==> src/rtl/aes_pkg.sv <==
// Shared types and constants for the iterative AES-128 round controller.
//
// Contents:
//   AES_BLOCK_W       state / round-key width in bits
//   AES_NUM_ROUNDS    number of rounds after the initial key addition
//   AES_FINAL_ROUND   round index on which mix_columns is bypassed
//   aes_state_e       controller FSM states
//   aes_round_state_t 5-bit round state consumed by mix_columns ({active, index})
package aes_pkg;

  localparam int unsigned AES_BLOCK_W     = 128;
  localparam int unsigned AES_NUM_ROUNDS  = 10;
  localparam logic [3:0]  AES_FINAL_ROUND = 4'd9;

  typedef enum logic [1:0] {
    StIdle  = 2'd0,
    StKey0  = 2'd1,
    StRound = 2'd2,
    StDone  = 2'd3
  } aes_state_e;

  typedef struct packed {
    logic       active;
    logic [3:0] idx;
  } aes_round_state_t;

endpackage

==> src/rtl/add_round_key.sv <==
// AddRoundKey: combinational XOR of a data block with a round key.
//
// Ports:
//   data    block to be keyed
//   key     round key
//   result  data ^ key
module add_round_key #(
  parameter int unsigned BLOCK_W = 128
) (
  input  logic [BLOCK_W-1:0] data,
  input  logic [BLOCK_W-1:0] key,
  output logic [BLOCK_W-1:0] result
);

  assign result = data ^ key;

endmodule

==> src/rtl/aes_round_ctrl.sv <==
// Iterative AES-128 encryption round controller and state register.
//
// Holds the cipher state, performs the initial key addition followed by NUM_ROUNDS rounds,
// and drives the round state used by mix_columns. SubBytes/ShiftRows/mix_columns live
// outside: o_round_data feeds them and i_mix_data returns their result.
//
// Ports:
//   clk, n_rst      clock (rising edge) and asynchronous active-low reset
//   i_start         start pulse, accepted only when idle
//   i_plaintext     input block, captured when i_start is accepted
//   o_busy          high whenever not idle
//   o_key_req       round key requested for o_key_idx
//   o_key_idx       requested round key index 0..10
//   i_key_valid     i_round_key is valid for o_key_idx this cycle
//   i_round_key     round key from the key schedule
//   o_round_data    current cipher state
//   o_round_state   {active, round index} for mix_columns
//   i_mix_data      mix_columns output for the current round
//   o_valid         ciphertext valid
//   o_ciphertext    result block (zero unless o_valid)
//   i_ready         consumer accepts the ciphertext
module aes_round_ctrl
  import aes_pkg::*;
#(
  parameter int unsigned NUM_ROUNDS = AES_NUM_ROUNDS,
  parameter int unsigned BLOCK_W    = AES_BLOCK_W
) (
  input  logic               clk,
  input  logic               n_rst,
  input  logic               i_start,
  input  logic [BLOCK_W-1:0] i_plaintext,
  output logic               o_busy,
  output logic               o_key_req,
  output logic [3:0]         o_key_idx,
  input  logic               i_key_valid,
  input  logic [BLOCK_W-1:0] i_round_key,
  output logic [BLOCK_W-1:0] o_round_data,
  output logic [4:0]         o_round_state,
  input  logic [BLOCK_W-1:0] i_mix_data,
  output logic               o_valid,
  output logic [BLOCK_W-1:0] o_ciphertext,
  input  logic               i_ready
);

  // Only AES-128 (10 rounds) is supported; the last round index follows from it.
  localparam logic [3:0] FinalRound = 4'(NUM_ROUNDS - 1);

  aes_state_e       state_q, state_d;
  logic [BLOCK_W-1:0] data_q, data_d;
  logic [3:0]       round_q, round_d;

  logic [BLOCK_W-1:0] ark_in;
  logic [BLOCK_W-1:0] ark_out;
  aes_round_state_t   round_state;

  // One XOR serves both paths: the raw state during the initial key addition, the
  // mix_columns result during the rounds.
  assign ark_in = (state_q == StKey0) ? data_q : i_mix_data;

  add_round_key #(
    .BLOCK_W (BLOCK_W)
  ) u_add_round_key (
    .data   (ark_in),
    .key    (i_round_key),
    .result (ark_out)
  );

  // State register.
  always_ff @(posedge clk or negedge n_rst) begin
    if (!n_rst) begin
      state_q <= StIdle;
    end else begin
      state_q <= state_d;
    end
  end

  // Next-state logic.
  always_comb begin
    state_d = state_q;
    unique case (state_q)
      StIdle:  if (i_start) state_d = StKey0;
      StKey0:  if (i_key_valid) state_d = StRound;
      StRound: if (i_key_valid && (round_q == FinalRound)) state_d = StDone;
      StDone:  if (i_ready) state_d = StIdle;
      default: state_d = StIdle;
    endcase
  end

  // Datapath next values; everything holds while the key schedule stalls.
  always_comb begin
    data_d  = data_q;
    round_d = round_q;
    unique case (state_q)
      StIdle: begin
        if (i_start) begin
          data_d  = i_plaintext;
          round_d = '0;
        end
      end
      StKey0: begin
        if (i_key_valid) begin
          data_d  = ark_out;
          round_d = '0;
        end
      end
      StRound: begin
        if (i_key_valid) begin
          data_d = ark_out;
          // The counter parks at the final index instead of wrapping.
          if (round_q != FinalRound) round_d = round_q + 4'd1;
        end
      end
      default: ;
    endcase
  end

  always_ff @(posedge clk or negedge n_rst) begin
    if (!n_rst) begin
      data_q  <= '0;
      round_q <= '0;
    end else begin
      data_q  <= data_d;
      round_q <= round_d;
    end
  end

  // Output decode.
  always_comb begin
    o_busy       = (state_q != StIdle);
    o_key_req    = 1'b0;
    o_key_idx    = 4'd0;
    round_state  = '0;
    o_valid      = 1'b0;
    o_ciphertext = '0;
    unique case (state_q)
      StIdle: ;
      StKey0: begin
        o_key_req = 1'b1;
      end
      StRound: begin
        o_key_req          = 1'b1;
        o_key_idx          = round_q + 4'd1;
        round_state.active = 1'b1;
        round_state.idx    = round_q;
      end
      StDone: begin
        o_valid      = 1'b1;
        o_ciphertext = data_q;
      end
      default: ;
    endcase
  end

  assign o_round_state = round_state;
  assign o_round_data  = data_q;

endmodule

==> config.mk <==
export PLATFORM = sky130hd
export DESIGN_NAME = aes_round_ctrl
export DESIGN_NICKNAME = d
export VERILOG_FILES = /design/src/rtl/aes_pkg.sv /design/src/rtl/add_round_key.sv /design/src/rtl/aes_round_ctrl.sv
export SDC_FILE = /design/constraint.sdc
export NUM_CORES = 1
export LEC_CHECK = 0
export ABC_AREA = 1
export BUFFER_PORTS_ARGS = -buffer_cell sky130_fd_sc_hd__buf_4
export CAP_MARGIN = 5
export CORE_AREA = 4 4 250 252
export DETAILED_ROUTE_END_ITERATION = 10
export DIE_AREA = 0 0 254 256
export PLACE_DENSITY = 0.38
export RECOVER_POWER = 100
export SYNTH_ARGS = -nofsm -noshare
export SYNTH_HDL_FRONTEND = slang
export SYNTH_HIERARCHICAL = 1
export SYNTH_SLANG_ARGS = --single-unit
export TNS_END_PERCENT = 30
==> constraint.sdc <==
create_clock -name clk -period 3 [get_ports clk]
set_input_delay 0.45 -clock clk [delete_from_list [all_inputs] [get_ports clk]]
set_output_delay 0.45 -clock clk [all_outputs]
set_load 0.05 [all_outputs]
==> flow_summary_export.csv <==
group,metric,value,unit
grt,grt_pass1_wl,82.4,mm
pwr,powerDensity,1260,mW/mm^2
clocking,htree_num_levels,4,
grt,antenna_found_initial,5,
clocking,clk_latency,470,ps
clocking,cts_setup_buffers,0,
final_layout,fillers,6922,
drt,first_pass_iters,4,
place,io_buffers,656,
final_layout,nNetsFinal,2957,
pwr,leakage,10.9,nW
drt,wl,55.9,mm
floorplan,chipWidth,254,um
clocking,cts_tree,"done",
final_layout,layout-drive-gt1-share,0.240,
floorplan,die-area,0.0650,mm^2
final_layout,final_core_utilization,0.284,
timing,worst_slew_pin_slew,1860,ps
timing,setup_viol,0,
setup_path,end_kind,"output port",
final_layout,mostFrequentLayoutCell,"nand2_1",
timing,tns,0,ps
final_layout,syn2layout_area_growth,47.6,%
run,maxCapViolations,1,
logic_synthesis,yosysWarnings,6,
timing,post-route-period-util,0.932,
grt,grt-ovfl-total,0,
setup_path,rr_endpoint,"o_round_data[108]",
logic_synthesis,syn-num-nets,2348,
clocking,cts.clk_slew.worst_paths,60,ps
final_layout,final_cell_mix,"1,008 x nand2_1, 397 x inv_1, 397 x buf_4, 169 x clkbuf_1, 134 x dfrtp_1",
place,place_congestion,0.828,
drt,post_drt_wl_per_cell,16.6,um
grt,grt_usage,0.167,
drt,vias_per_cell,4.04,
floorplan,coreArea,0.0601,mm^2
setup_path,critical_path_required,2550,ps
outcome,violations,"max-capacitance violations, max-slew violations",
drt,drcViolationCount,0,
floorplan,die_h,256,um
setup_path,crit_path_end,"o_key_req",
logic_synthesis,ys_types,21,
setup_path,reg2reg_from,"state_q[1]",
timing,period_minus_slack,2800,ps
floorplan,row_count,90,
clocking,clock_tree.root_cell,"clkbuf_16",
timing,finalHoldViolations,0,
clocking,clock-sinks,134,
logic_synthesis,syn_inst,1952,
floorplan,io_pins,657,
clocking,cts_buffer_depth,2,
grt,grt_start_max_net_pins,137,
drt,drtIter0Drc,595,
timing,drv_slew,60,
worst_hold_path,hold_path_class,"input port to flop",
logic_synthesis,avgSynthCellArea,5.93,um^2
floorplan,start_util,0.193,
drt,ant_nets,0,
timing,skew,10.2,ps
pwr,ir_drop,1.42,mV
final_layout,fin_cells,3358,
timing,relSlewSlack,-0.239,
outcome,outcome,"complete, but fails checks",
clocking,cts_buffers,17,
setup_path,start_kind,"flop",
setup_path,crit_path_max_fanout,20,
setup_path,r2r_slack,310,ps
setup_path,path_class,"flop to output port",
setup_path,crit_arrival,2350,ps
place,dp_cells,3323,
logic_synthesis,synth-seq-area-share,0.289,
timing,fmax,358,MHz
place,hpwl,43.3,mm
timing,grt_setup_unrepaired,"no",
drt,vias,13600,
setup_path,reg2regPathDepth,10,
logic_synthesis,syn_area,0.0116,mm^2
grt,grt_pass1_vias,13400,
setup_path,crit_start,"state_q[0]",
clocking,ctsResizeCount,0,
logic_synthesis,synth_seq_cells,134,
[logic make-up after synthesis]
family | synth area share
buf+inv | 0.166
mux | 0.111
compound gates | 0.0702
xor+xnor | 0.000756
simple gates | 0.355
flops | 0.289
fa+ha+maj | 0.00756
[through the flow]
stage          hold WS (ps)  power (mW)  worst slack, ps  area (um^2)
5_1_grt                 226        23.4             29.7        17100
3_3_place_gp            513        20.5              703        17400
3_5_place_dp            506        20.7              659        17400
2_1_floorplan           154        15.6              120        11600
6_report                250        21.5              203        17100
4_1_cts                 199        23.1              181        18000
[synthesized netlist by cell type (all sizes together)]
| cell type | n | area share |
|---|---|---|
| nand3 | 7 | 0.0030 |
| or2 | 1 | 0.00054 |
| mux2i | 128 | 0.11 |
| buf | 36 | 0.020 |
| nand2 | 1048 | 0.35 |
| dfrtp | 134 | 0.29 |
| o211ai | 1 | 0.0011 |
| ha | 7 | 0.0076 |
| nor2 | 10 | 0.0032 |
| nor3 | 1 | 0.00043 |
| xnor2 | 1 | 0.00076 |
| o21ai | 130 | 0.069 |
| inv | 398 | 0.13 |
| clkbuf | 50 | 0.017 |
[routing by layer]
layer,vias to the layer above,track usage,share of wire
met2,437,0.300,0.50
met3,47,0.0557,0.083
met4,6,0.0448,0.018
met5,-,0,0.00081
li1,6925,-,-
met1,6151,0.188,0.40
[worst max-delay path, cell delays in order (launching register included)]
cell and delay, ps:
dfrtp_1 470, inv_1 150, ha_4 340, buf_2 590, buf_4 320
[power by group]
group          total, mW  switching [mW]  internal, mW
sequential          4.12            1.33          2.79
clock               2.29           0.892          1.39
combinational       15.1            10.9          4.21
[sequential cells by signal, summed over array words and instances, names as in the netlist]
name          cells
round_q           4
o_round_data    128
state_q           2
[layout make-up]
| cell class | instances | area (um^2) | area share |
|---|---|---|---|
| clock inverter | 7 | 118 | 0.00688 |
| antenna | 2 | 5.00 | 0.000293 |
| inverter | 398 | 1500 | 0.0875 |
| tap | 782 | 978 | 0.0572 |
| timing repair buffer | 676 | 4320 | 0.253 |
| sequential | 134 | 3350 | 0.196 |
| clock buffer | 25 | 495 | 0.0290 |
| multi-input combinational | 1334 | 6330 | 0.370 |
[how the worst min path moves through the flow]
stage,cells after the start,slack [ps],end,start
global placement,1,510,o_round_data[14],n_rst
CTS,3,200,o_round_data[77],i_plaintext[77]
global route,3,230,o_round_data[75],i_plaintext[75]
detailed placement,1,510,o_round_data[14],n_rst
floorplan,0,150,o_round_data[0],n_rst
finish,3,250,o_round_data[77],i_plaintext[77]
[repair_timing]
action,in CTS,in global routing
setup endpoints to repair,0,0
hold endpoints to repair,16,0
hold buffers,1,0
Power figures use the tool's default switching activity.
